[config.mk]
export PLATFORM = sky130hd
export DESIGN_NAME = msx_mem_arbiter
export DESIGN_NICKNAME = d
export VERILOG_FILES = /design/src/rtl/msx_mem_arbiter.sv
export SDC_FILE = /design/constraint.sdc
export NUM_CORES = 1
export LEC_CHECK = 0
export ABC_AREA = 1
export ABC_CLOCK_PERIOD_IN_PS = 3800
export CAP_MARGIN = 20
export CORE_AREA = 2 2 115 117
export DETAILED_ROUTE_END_ITERATION = 8
export DIE_AREA = 0 0 117 119
export MAX_ROUTING_LAYER = met4
export PLACE_DENSITY = 0.78
export SLEW_MARGIN = 20
export SYNTH_ARGS = -nofsm -noshare
export SYNTH_HDL_FRONTEND = slang
export SYNTH_SLANG_ARGS = --single-unit
[constraint.sdc]
create_clock -name clk -period 3.8 [get_ports clk]
set_input_delay 1.14 -clock clk [delete_from_list [all_inputs] [get_ports clk]]
set_output_delay 1.14 -clock clk [all_outputs]
set_load 0.01 [all_outputs]
[src/rtl/msx_mem_arbiter.sv]
// -----------------------------------------------------------------------------
// msx_mem_arbiter
//
// Serialises accesses from three requesters (CPU slot path, flash-emulation
// engine, media image loader) onto the single shared memory-controller port.
// One access is in flight at a time. The sequence is IDLE (select + latch),
// ISSUE (mem_ce strobe), WAIT (for mem_ack or timeout) and DONE (completion
// pulse to the owner).
//
// Ports:
//   clk, reset                  clock, synchronous active-high reset
//   cpu_req/addr/din/rnw        CPU request (level), address, write data, 1=read
//   cpu_dout, cpu_done          registered CPU read data, completion pulse
//   flash_req/addr/din          flash engine write request
//   flash_ready, flash_done     grant-accepted pulse (ISSUE), completion pulse
//   ld_req/addr/din, ld_done    loader write request, completion pulse
//   mem_ce                      one-cycle strobe to the controller
//   mem_addr/din/rnw            registered access attributes (stable ISSUE..DONE)
//   mem_dout, mem_ack           controller read data and completion pulse
//   busy                        high whenever the FSM is not in IDLE
//   err_timeout                 sticky: an access was aborted by timeout
//
// Arbitration: the CPU has fixed priority, but after STARVE_MAX consecutive CPU
// grants made while flash or loader were waiting, the CPU is skipped once.
// Flash and loader share a 1-bit round-robin pointer.
// -----------------------------------------------------------------------------
module msx_mem_arbiter #(
    parameter int ADDR_W     = 27,
    parameter int STARVE_MAX = 8,
    parameter int TIMEOUT    = 1023
) (
    input  logic              clk,
    input  logic              reset,

    input  logic              cpu_req,
    input  logic [ADDR_W-1:0] cpu_addr,
    input  logic [7:0]        cpu_din,
    input  logic              cpu_rnw,
    output logic [7:0]        cpu_dout,
    output logic              cpu_done,

    input  logic              flash_req,
    input  logic [ADDR_W-1:0] flash_addr,
    input  logic [7:0]        flash_din,
    output logic              flash_ready,
    output logic              flash_done,

    input  logic              ld_req,
    input  logic [ADDR_W-1:0] ld_addr,
    input  logic [7:0]        ld_din,
    output logic              ld_done,

    output logic              mem_ce,
    output logic [ADDR_W-1:0] mem_addr,
    output logic [7:0]        mem_din,
    output logic              mem_rnw,
    input  logic [7:0]        mem_dout,
    input  logic              mem_ack,

    output logic              busy,
    output logic              err_timeout
);

    typedef enum logic [1:0] {
        IDLE  = 2'd0,
        ISSUE = 2'd1,
        WAIT  = 2'd2,
        DONE  = 2'd3
    } state_t;

    localparam logic [1:0] OWN_CPU   = 2'd0;
    localparam logic [1:0] OWN_FLASH = 2'd1;
    localparam logic [1:0] OWN_LD    = 2'd2;

    localparam logic [7:0]  STARVE_LIM  = 8'(STARVE_MAX);
    // The abort fires in the TIMEOUT-th WAIT cycle, i.e. when the counter
    // (which starts at 0 in the first WAIT cycle) holds TIMEOUT-1.
    localparam logic [15:0] WAIT_LAST   = 16'(TIMEOUT - 1);

    // ---------------------------------------------------------------------
    // State and datapath registers
    // ---------------------------------------------------------------------
    state_t              state_reg;
    state_t              state_next;
    logic [1:0]          owner_reg;
    logic [ADDR_W-1:0]   mem_addr_reg;
    logic [7:0]          mem_din_reg;
    logic                mem_rnw_reg;
    logic [15:0]         wait_cnt_reg;
    logic [7:0]          cpu_dout_reg;
    logic                err_timeout_reg;
    logic [7:0]          starve_cnt_reg;
    logic [7:0]          starve_cnt_next;
    logic                rr_ptr_reg;       // 0 = flash next, 1 = loader next

    // ---------------------------------------------------------------------
    // Winner selection (evaluated every cycle, used only in IDLE)
    // ---------------------------------------------------------------------
    logic                any_req;
    logic                others_pending;
    logic                cpu_blocked;
    logic [1:0]          sel_owner;
    logic [ADDR_W-1:0]   sel_addr;
    logic [7:0]          sel_din;
    logic                sel_rnw;
    logic                timeout_hit;
    logic                cpu_read_owner;

    assign any_req        = cpu_req | flash_req | ld_req;
    assign others_pending = flash_req | ld_req;
    // The CPU is skipped only if someone else can actually take the slot;
    // otherwise a lone CPU request would stall the port.
    assign cpu_blocked    = others_pending && (starve_cnt_reg == STARVE_LIM);
    assign timeout_hit    = (wait_cnt_reg == WAIT_LAST);
    assign cpu_read_owner = (owner_reg == OWN_CPU) && mem_rnw_reg;

    always_comb begin
        sel_owner = OWN_CPU;
        sel_addr  = cpu_addr;
        sel_din   = cpu_din;
        sel_rnw   = cpu_rnw;
        if (cpu_req && !cpu_blocked) begin
            sel_owner = OWN_CPU;
        end else if (flash_req && (!ld_req || !rr_ptr_reg)) begin
            sel_owner = OWN_FLASH;
            sel_addr  = flash_addr;
            sel_din   = flash_din;
            sel_rnw   = 1'b0;
        end else if (ld_req) begin
            sel_owner = OWN_LD;
            sel_addr  = ld_addr;
            sel_din   = ld_din;
            sel_rnw   = 1'b0;
        end
    end

    // Starvation counter update for the grant being made this cycle.
    always_comb begin
        starve_cnt_next = 8'd0;
        if (sel_owner == OWN_CPU && others_pending) begin
            if (starve_cnt_reg != STARVE_LIM) begin
                starve_cnt_next = starve_cnt_reg + 8'd1;
            end else begin
                starve_cnt_next = starve_cnt_reg;
            end
        end
    end

    // ---------------------------------------------------------------------
    // FSM: state register
    // ---------------------------------------------------------------------
    always_ff @(posedge clk) begin
        if (reset) begin
            state_reg <= IDLE;
        end else begin
            state_reg <= state_next;
        end
    end

    // ---------------------------------------------------------------------
    // FSM: next state and strobes (all strobes decode the state register,
    // so they are glitch-free single-cycle pulses)
    // ---------------------------------------------------------------------
    always_comb begin
        state_next  = state_reg;
        mem_ce      = 1'b0;
        flash_ready = 1'b0;
        cpu_done    = 1'b0;
        flash_done  = 1'b0;
        ld_done     = 1'b0;
        case (state_reg)
            IDLE: begin
                if (any_req) begin
                    state_next = ISSUE;
                end
            end
            ISSUE: begin
                mem_ce      = 1'b1;
                flash_ready = (owner_reg == OWN_FLASH);
                state_next  = WAIT;
            end
            WAIT: begin
                if (mem_ack || timeout_hit) begin
                    state_next = DONE;
                end
            end
            DONE: begin
                cpu_done   = (owner_reg == OWN_CPU);
                flash_done = (owner_reg == OWN_FLASH);
                ld_done    = (owner_reg == OWN_LD);
                state_next = IDLE;
            end
            default: begin
                state_next = IDLE;
            end
        endcase
    end

    // ---------------------------------------------------------------------
    // Datapath: latch on grant, count WAIT cycles, capture read data
    // ---------------------------------------------------------------------
    always_ff @(posedge clk) begin
        if (reset) begin
            owner_reg       <= OWN_CPU;
            mem_addr_reg    <= '0;
            mem_din_reg     <= 8'h00;
            mem_rnw_reg     <= 1'b1;
            wait_cnt_reg    <= 16'd0;
            cpu_dout_reg    <= 8'hFF;
            err_timeout_reg <= 1'b0;
            starve_cnt_reg  <= 8'd0;
            rr_ptr_reg      <= 1'b0;
        end else begin
            case (state_reg)
                IDLE: begin
                    if (any_req) begin
                        owner_reg      <= sel_owner;
                        mem_addr_reg   <= sel_addr;
                        mem_din_reg    <= sel_din;
                        mem_rnw_reg    <= sel_rnw;
                        starve_cnt_reg <= starve_cnt_next;
                        if (sel_owner != OWN_CPU) begin
                            rr_ptr_reg <= ~rr_ptr_reg;
                        end
                    end
                end
                ISSUE: begin
                    wait_cnt_reg <= 16'd0;
                end
                WAIT: begin
                    wait_cnt_reg <= wait_cnt_reg + 16'd1;
                    // An ack in the timeout cycle wins: data taken, no error.
                    if (mem_ack) begin
                        if (cpu_read_owner) begin
                            cpu_dout_reg <= mem_dout;
                        end
                    end else if (timeout_hit) begin
                        err_timeout_reg <= 1'b1;
                        if (cpu_read_owner) begin
                            cpu_dout_reg <= 8'hFF;
                        end
                    end
                end
                default: begin
                end
            endcase
        end
    end

    assign mem_addr    = mem_addr_reg;
    assign mem_din     = mem_din_reg;
    assign mem_rnw     = mem_rnw_reg;
    assign cpu_dout    = cpu_dout_reg;
    assign err_timeout = err_timeout_reg;
    assign busy        = (state_reg != IDLE);

endmodule

==> results.cfg, run 1 <==
[synthesis]
syn_avg_cell_area_um2 = 5.876
yosys.area.top_type_share_pct = 31.40
syn_area_um2 = 4718
synth.most_common_cell = nand2_1
seq_area_frac_synth_pct = 31.40
synth-seq-cells = 74
synth_commonest_cells = 263 x nand2_1, 111 x nor2_1, 98 x inv_1
yosys.area.top_type = dfxtp_1
synth_edf_count = 0
synthArstFlopShare_pct = 0
synth_fp_nets = 931
synth_warnings = 0
netlist-cell-type-count = 34
synth_area_leaders = dfxtp_1 31%, nand2_1 21%, nand3_1 9.9%
synthCells = 803
ys.flop_type = dfxtp_1

[detailed_routing]
vias = 5269
drt_pass1_iterations = 5
drc = 0
ant_nets = 0
routed_wl_mm = 13.96
wl_per_cell_um = 12.34
drtIter0Drc = 303
viasPerCell = 4.659

[clock_network]
path_clk_slew_ns = 0.06
post_cts_buffers = 0
cts_resized = 0
root_buffer = clkbuf_16
cts_tree = built
cts-htree-levels = 3
clkSinkCount = 74
insertion_delay_ns = 0.33
cts_hold_buf = 0
cts_inserted_buffers = 9
cts.path.max_buffers = 2

[floorplanning]
die_width_um = 117
fp.dieArea_um2 = 13920
dieHeight_um = 119
rows = 42
start_util_pct = 36.65
coreArea_um2 = 12870
ioPinCount = 171

[cells_and_area]
largest_reg_flops = 27
design_area_um2 = 6808
drive_gt1_share_pct = 4.188
antenna_cells = 0
syn_to_final_growth_pct = 44.29
final_nets = 1078
fin_cells = 1131

[placed_design]
place_inst = 1115
placed_cell_area_um2 = 6472
hpwl_mm = 9.760
port-buffer-count = 170
place_congestion = 0.8814

[timing]
period_share_pct = 75.49
setup_viol = 0
setup_tns_ns = 0
slew_violations = 0
finalCriticalPeriod_ns = 2.869
fin_skew_ns = 0.008064
tightest_slew_ns = 0.8466
relSlewSlack_pct = 43.36
finalHoldViolCount = 0
rsz0062_at_grt = no
fmax_ghz = 0.3486

[power]
p_leak_nw = 3.288
ir_worst_vdd_mv = 0.3574
p_total_mw = 3.698
powerDensity_nw_per_um2 = 543.3

[global_route]
antenna_found_initial = 0
grt_pass1_vias = 4953
grt_max_degree = 71
grt_pass1_wl_mm = 23.02
grt-ovfl-total = 0
grt_use_total_pct = 21.00

[worst_setup_path]
required_ns = 2.66
cp.arrival_ns = 1.73
crit_fanout = 3
reg2reg_slack_ns = 1.79
cp-end-kind = output port
startpoint_type = flip-flop
worstSetupPathType = flip-flop to output port

[worst_hold_path]
hp-class = flip-flop to flip-flop

[flow_run]
max-cap-violations = 0

[status]
status = complete, no violations
==> critical path: stages, from the launching register on <==
cell	delay, ns
dfxtp_1	0.38
inv_1	0.09
ha_1	0.24
inv_1	0.14
clkdlybuf4s50_1	0.56
==> worst paths after layout <==
check / depth (start not counted) / endpoint / startpoint
worst max-delay path: 4 / busy / state_reg[0]
worst min-delay path: 1 / err_timeout / err_timeout
worst max register to register: 9 / wait_cnt_reg[12] / state_reg[0]
worst min register to register: 1 / err_timeout / err_timeout
==> routing by layer <==
metal  share of wire, %  track usage (%)  vias up
li1                   -                -     2787
met1                 44            26.41     2285
met2                 48            34.18      170
met3                5.7            3.257       27
met4                2.5            7.206        0
met5                  0                -        -
==> area by class of cell <==
cell class                      count  area [um^2]
Fill cell                        1279         6067
Multi-Input combinational cell    583         2616
Timing Repair Buffer              178         1764
Sequential cell                    74         1481
Inverter                          104        390.4
Clock buffer                       11        232.7
Tap cell                          176        220.2
Clock inverter                      5        102.6
==> kinds of logic after synthesis <==
kind of cell | Yosys count | share of synthesized area [%]
buffers and inverters | 146 | 13.31
adders and majority gates | 8 | 2.122
AOI/OAI and AO/OA | 77 | 8.990
and+or+nand+nor | 494 | 43.44
DFF | 74 | 31.40
xor gates and xnor gates | 4 | 0.7426
==> power by group <==
| part | switching (mW) | internal [mW] | total [mW] |
|---|---|---|---|
| logic | 0.883 | 0.759 | 1.64 |
| registers | 0.117 | 0.976 | 1.09 |
| clock network | 0.323 | 0.641 | 0.964 |
| total | 1.32 | 2.38 | 3.70 |
==> metrics by stage <==
stage	utilization [%]	setup slack, ns	hold slack [ns]
after floorplan	-	1.683	0.4366
final	52.88	0.9314	0.4637
after global placement	50.27	0.8639	0.4485
after global routing	52.88	0.8573	0.4958
after CTS	52.88	0.9228	0.4715
after detailed placement	50.27	0.8308	0.4588
==> cell usage in the layout, fill, tap and decap left out <==
cell type        count
nand4_1              6
nor2_1             111
nor3_1               8
and3_1               2
nor2_4               1
a211oi_1             1
bufinv_16            3
a21oi_1             16
o21ai_0             42
nand3_2              1
xor2_1               3
o21a_1               1
ha_1                 8
nand3b_1             2
o21ba_2              1
nor2_2               2
inv_2                5
o21bai_1             1
o21ai_1              4
buf_4                7
buf_2                2
nand3_1             93
clkinvlp_4           1
o211ai_1             8
inv_1               98
clkbuf_1             2
a31oi_1              2
clkdlybuf4s50_1    168
a21oi_4              1
nand2_4              2
dfxtp_1             74
clkbuf_16            9
nand2_1            263
nand2_2              3
clkinv_2             1
xnor2_1              1
buf_12               1
clkinv_1             1
Power figures use the tool's default switching activity.
==> inputs of run 2 (changes only) <==
--- a/config.mk
+++ b/config.mk
@@ -6,13 +6,13 @@
 export NUM_CORES = 1
 export LEC_CHECK = 0
 export ABC_AREA = 1
-export ABC_CLOCK_PERIOD_IN_PS = 3800
+export ABC_CLOCK_PERIOD_IN_PS = 2500
 export CAP_MARGIN = 20
 export CORE_AREA = 2 2 115 117
 export DETAILED_ROUTE_END_ITERATION = 8
 export DIE_AREA = 0 0 117 119
 export MAX_ROUTING_LAYER = met4
-export PLACE_DENSITY = 0.78
+export PLACE_DENSITY = 0.8
 export SLEW_MARGIN = 20
 export SYNTH_ARGS = -nofsm -noshare
 export SYNTH_HDL_FRONTEND = slang
==> constraint.sdc (replaced) <==
create_clock -name clk -period 2.5 [get_ports clk]
set_input_delay 0.75 -clock clk [delete_from_list [all_inputs] [get_ports clk]]
set_output_delay 0.75 -clock clk [all_outputs]
set_load 0.01 [all_outputs]
==> run 2 against run 1 <==
Net effect: first-iteration DRC count rose by 12%; hold slack improved by 0.010 ns; design area rose by 0.92%; cell count rose by 1.1%; clock skew barely moved; routed wire length barely moved; via count rose by 2.1%; sequential power rose by 53%; sequential share of layout area fell by 0.18 points; setup slack got worse by 0.79 ns; combinational power rose by 55%; clock power rose by 19%; critical path type unchanged; largest cell class unchanged; largest power group unchanged.
==> results.cfg, run 2 (same netlist as run 1, synthesis figures left out) <==
[status]
status = complete, no violations

[worst_setup_path]
crit_chain = inv_1, ha_1, and3_1, clkdlybuf4s50_1
cp.arrival_ns = 1.61
worstSetupPathType = flip-flop to output port
r2r_cells = 9
startpoint_type = flip-flop
crit_fanout = 4
cp_slowest_stage_delay_ns = 0.54
slowest_stage = clkdlybuf4s50_1
required_ns = 1.75
cp-end-kind = output port

[power]
ir_worst_vdd_mv = 0.5487
p_leak_nw = 3.356
powerDensity_nw_per_um2 = 781.5

[detailed_routing]
drc = 0
drtIter0Drc = 338
vias = 5381
routed_wl_mm = 13.96
viasPerCell = 4.704
wl_per_cell_um = 12.21
ant_nets = 0
drt_pass1_iterations = 4

[cells_and_area]
drive_gt1_share_pct = 5.579
syn_to_final_growth_pct = 45.61
final_common_cell = nand2_1
final_nets = 1091
final_cell_mix = 263 x nand2_1, 167 x clkdlybuf4s50_1, 111 x nor2_1
design_area_um2 = 6870
antenna_cells = 0
largest_reg_flops = 27

[clock_network]
path_clk_slew_ns = 0.06
post_cts_buffers = 0
clkSinkCount = 74
cts.path.max_buffers = 2
cts-htree-levels = 3
root_buffer = clkbuf_16
cts_inserted_buffers = 9
insertion_delay_ns = 0.33
cts_tree = built

[placed_design]
hpwl_mm = 10.29
placed_cell_area_um2 = 6600
dp_slack_ns = 0.2494
place_congestion = 0.8992
port-buffer-count = 170

[timing]
worst_slack_ns = 0.1432
setup_tns_ns = 0
slew_violations = 0
rsz0062_at_grt = no
fin_skew_ns = 0.008157
setup_viol = 0
finalCriticalPeriod_ns = 2.357
fmax_ghz = 0.4243
relSlewSlack_pct = 53.56
tightest_slew_ns = 0.6941
finalHoldViolCount = 0
period_share_pct = 94.27

[flow_run]
max-cap-violations = 0

[floorplanning]
coreArea_um2 = 12870
start_util_pct = 36.65
ioPinCount = 171
fp.dieArea_um2 = 13920
dieHeight_um = 119
die_width_um = 117
rows = 42

[global_route]
grt_pass1_vias = 4964
grt_max_degree = 49
grt_use_total_pct = 20.89
antenna_found_initial = 0
grt-ovfl-total = 0
grt_pass1_wl_mm = 22.93

[worst_hold_path]
hp-class = flip-flop to flip-flop
whs_path_depth = 1
-- run 2: where the power goes --
part / internal (mW) / leakage (nW) / switching [mW]
Sequential: 1.49 / 0.608 / 0.180
Combinational: 1.20 / 2.62 / 1.36
Clock: 0.668 / 0.129 / 0.482
-- run 2: final cells by class --
class / instances / area [um^2]
clock buffers: 11 / 232.7
clock inverters: 5 / 31.28
fillers: 1302 / 6005
inverters: 104 / 390.4
multi-input cells: 583 / 2616
flip-flops and latches: 74 / 1483
well taps: 176 / 220.2
repair buffers: 191 / 1897
-- run 2: routing by layer --
| layer | track usage [%] | part of all wire [%] | vias to the layer above |
|---|---|---|---|
| met5 | - | 0 | - |
| met4 | 8.750 | 3.2 | 0 |
| met3 | 2.952 | 4.8 | 27 |
| met2 | 34.54 | 48 | 146 |
| met1 | 25.31 | 44 | 2402 |
| li1 | - | - | 2806 |
-- run 2: final timing paths --
check / start / end / slack, ns
worst max-delay path: state_reg[1] / flash_ready / 0.14
worst min-delay path: err_timeout / err_timeout / 0.47
worst min register to register: err_timeout / err_timeout / 0.47
worst max register to register: state_reg[0] / wait_cnt_reg[12] / 0.56
-- run 2: stage by stage --
step | total power, mW | hold WS (ns) | instances | util, %
6_report | 5.369 | 0.4740 | 1144 | 53.36
3_3_place_gp | 4.199 | 0.4496 | 1128 | 51.26
5_1_grt | 5.794 | 0.4999 | 1144 | 53.36
3_5_place_dp | 4.242 | 0.4598 | 1128 | 51.26
2_1_floorplan | 3.156 | 0.4366 | 803 | -
4_1_cts | 5.411 | 0.4758 | 1144 | 53.31
-- run 2: repair_timing --
action | 4_1_cts | 5_1_grt
endpoints found under the hold margin | 0 | 0
gates resized for setup | 1 | 3
endpoints found under the setup margin | 1 | 2
hold buffers | 0 | 0
-- run 2: worst max-delay path: cells and delay by family, from the launching register on --
kind                     cells  cell delay, ns
flip-flops                   1            0.34
buffers and inverters        2            0.61
adder cells (fa/ha/maj)      1            0.16
AND/OR/NAND/NOR              1            0.16
==> inputs of run 3 (changes only) <==
--- a/config.mk
+++ b/config.mk
@@ -11,6 +11,7 @@
 export CORE_AREA = 2 2 115 117
 export DETAILED_ROUTE_END_ITERATION = 8
 export DIE_AREA = 0 0 117 119
+export GPL_ROUTABILITY_DRIVEN = 0
 export MAX_ROUTING_LAYER = met4
 export PLACE_DENSITY = 0.8
 export SLEW_MARGIN = 20
==> run 3 against run 2 <==
Net effect: hold slack lost 0.0098 ns; via count up 0.33%; global-route usage is 0.20 points higher; highest routed layer unchanged; critical endpoint unchanged.
==> results.cfg, run 3 (same netlist as run 1, synthesis figures left out) <==
[worst_setup_path]
r2r_cells = 9
crit_chain = inv_1, ha_1, and3_1, clkdlybuf4s50_1
r2r_start = state_reg[1]
crit_fanout = 4
crit_family = buffers and inverters
reg2reg_slack_ns = 0.47
startpoint_type = flip-flop
cp.arrival_ns = 1.68
required_ns = 1.75
critPathBufInv = 2
cp-end-kind = output port
r2r_end = wait_cnt_reg[12]
worstSetupPathType = flip-flop to output port
cp_slowest_stage_delay_ns = 0.49
slowest_stage = clkdlybuf4s50_1

[clock_network]
cts_tree = built
path_clk_slew_ns = 0.06
clkSinkCount = 74
root_buffer = clkbuf_16
post_cts_buffers = 0
cts.path.max_buffers = 2
cts_inserted_buffers = 9
insertion_delay_ns = 0.33
cts-htree-levels = 3

[timing]
period_share_pct = 97.09
setup_tns_ns = 0
setup_viol = 0
rsz0062_at_grt = no
relSlewSlack_pct = 55.09
finalHoldViolCount = 0
finalCriticalPeriod_ns = 2.427
slew_violations = 0
fin_skew_ns = 0.007386
fmax_ghz = 0.4120
tightest_slew_ns = 0.6712

[cells_and_area]
design_area_um2 = 6925
final_common_cell = nand2_1
drive_gt1_share_pct = 5.072
largest_reg_flops = 27
final_nets = 1089
final_cell_mix = 263 x nand2_1, 166 x clkdlybuf4s50_1, 111 x nor2_1
syn_to_final_growth_pct = 46.78
antenna_cells = 0

[placed_design]
placed_cell_area_um2 = 6623
hpwl_mm = 10.27
port-buffer-count = 170

[floorplanning]
ioPinCount = 171
fp.dieArea_um2 = 13920
die_width_um = 117
rows = 42
start_util_pct = 36.65
dieHeight_um = 119
coreArea_um2 = 12870

[flow_run]
max-cap-violations = 0

[worst_hold_path]
hold_end = wait_cnt_reg[5]
hold_start = wait_cnt_reg[5]
whs_path_depth = 2
hp-class = flip-flop to flip-flop

[global_route]
antenna_found_initial = 0
grt_max_degree = 38
grt_use_total_pct = 21.09
grt_pass1_vias = 4956
grt-ovfl-total = 0
grt_pass1_wl_mm = 23.11

[detailed_routing]
routed_wl_mm = 13.94
viasPerCell = 4.728
drt_pass1_iterations = 5
wl_per_cell_um = 12.20
ant_nets = 0
drtIter0Drc = 348
drc = 0
vias = 5399

[power]
ir_worst_vdd_mv = 0.3946
p_leak_nw = 3.389
powerDensity_nw_per_um2 = 806.4

[status]
status = complete, no violations
[run 3: cell types whose count changed in the layout (fill, tap and decap cells not counted), moves of 2 or more]
cell	delta
buf_12	+3
buf_4	-5
clkbuf_8	+2
clkinv_2	-2
[run 3: worst register-to-register path: stages (launching register included)]
cell and delay [ns]:
dfxtp_1 0.40, inv_1 0.08, ha_1 0.48, nand2_1 0.16, nor2_2 0.24, nand2_1 0.10, nor2_2 0.19, nand2_1 0.10
o21ai_1 0.12, nor2_1 0.06
[run 3: routing by layer]
| metal | global-route usage (%) | part of all wire (%) |
|---|---|---|
| met5 | - | 0 |
| met1 | 25.58 | 44 |
| met3 | 3.919 | 5.1 |
| met2 | 34.07 | 47 |
| met4 | 9.044 | 3.6 |
[run 3: worst max-delay path by stage]
stage	start	endpoint	slack, ns	depth (start not counted)
after global placement	flash_req	starve_cnt_reg[6]	0.29	9
after CTS	state_reg[1]	ld_done	0.06	4
after global routing	state_reg[1]	flash_ready	0.02	4
after detailed placement	flash_req	starve_cnt_reg[6]	0.23	9
final	state_reg[1]	flash_ready	0.07	4
after floorplan	ld_req	mem_addr[10]	0.77	10
[run 3: where the power goes]
part           total (mW)  switching, mW  internal (mW)
combinational        2.61           1.36           1.24
clock                1.31          0.480          0.827
sequential           1.67          0.186           1.48
[run 3: per-stage QoR]
step / setup WS [ns] / util [%] / cells / power [mW] / hold WS, ns
floorplan: 0.7734 / - / 803 / 3.156 / 0.4366
global placement: 0.2885 / 51.44 / 1126 / 4.259 / 0.4477
detailed placement: 0.2297 / 51.44 / 1126 / 4.308 / 0.4542
CTS: 0.05908 / 53.75 / 1142 / 5.631 / 0.4625
global route: 0.01939 / 53.79 / 1142 / 6.021 / 0.4893
finish: 0.07266 / 53.79 / 1142 / 5.585 / 0.4642
[run 3: what timing repair did]
action                     4_1_cts  5_1_grt
gates resized for setup          1        2
setup endpoints to repair        1        2
hold buffers                     0        0
[run 3: layout make-up]
| type | count | area, um^2 |
|---|---|---|
| multi-input cells | 583 | 2616 |
| inverters | 104 | 390.4 |
| repair buffers | 189 | 1918 |
| well taps | 176 | 220.2 |
| clock buffers | 14 | 264.0 |
| clock inverters | 2 | 35.03 |
| flip-flops and latches | 74 | 1481 |
| fillers | 1230 | 5949 |
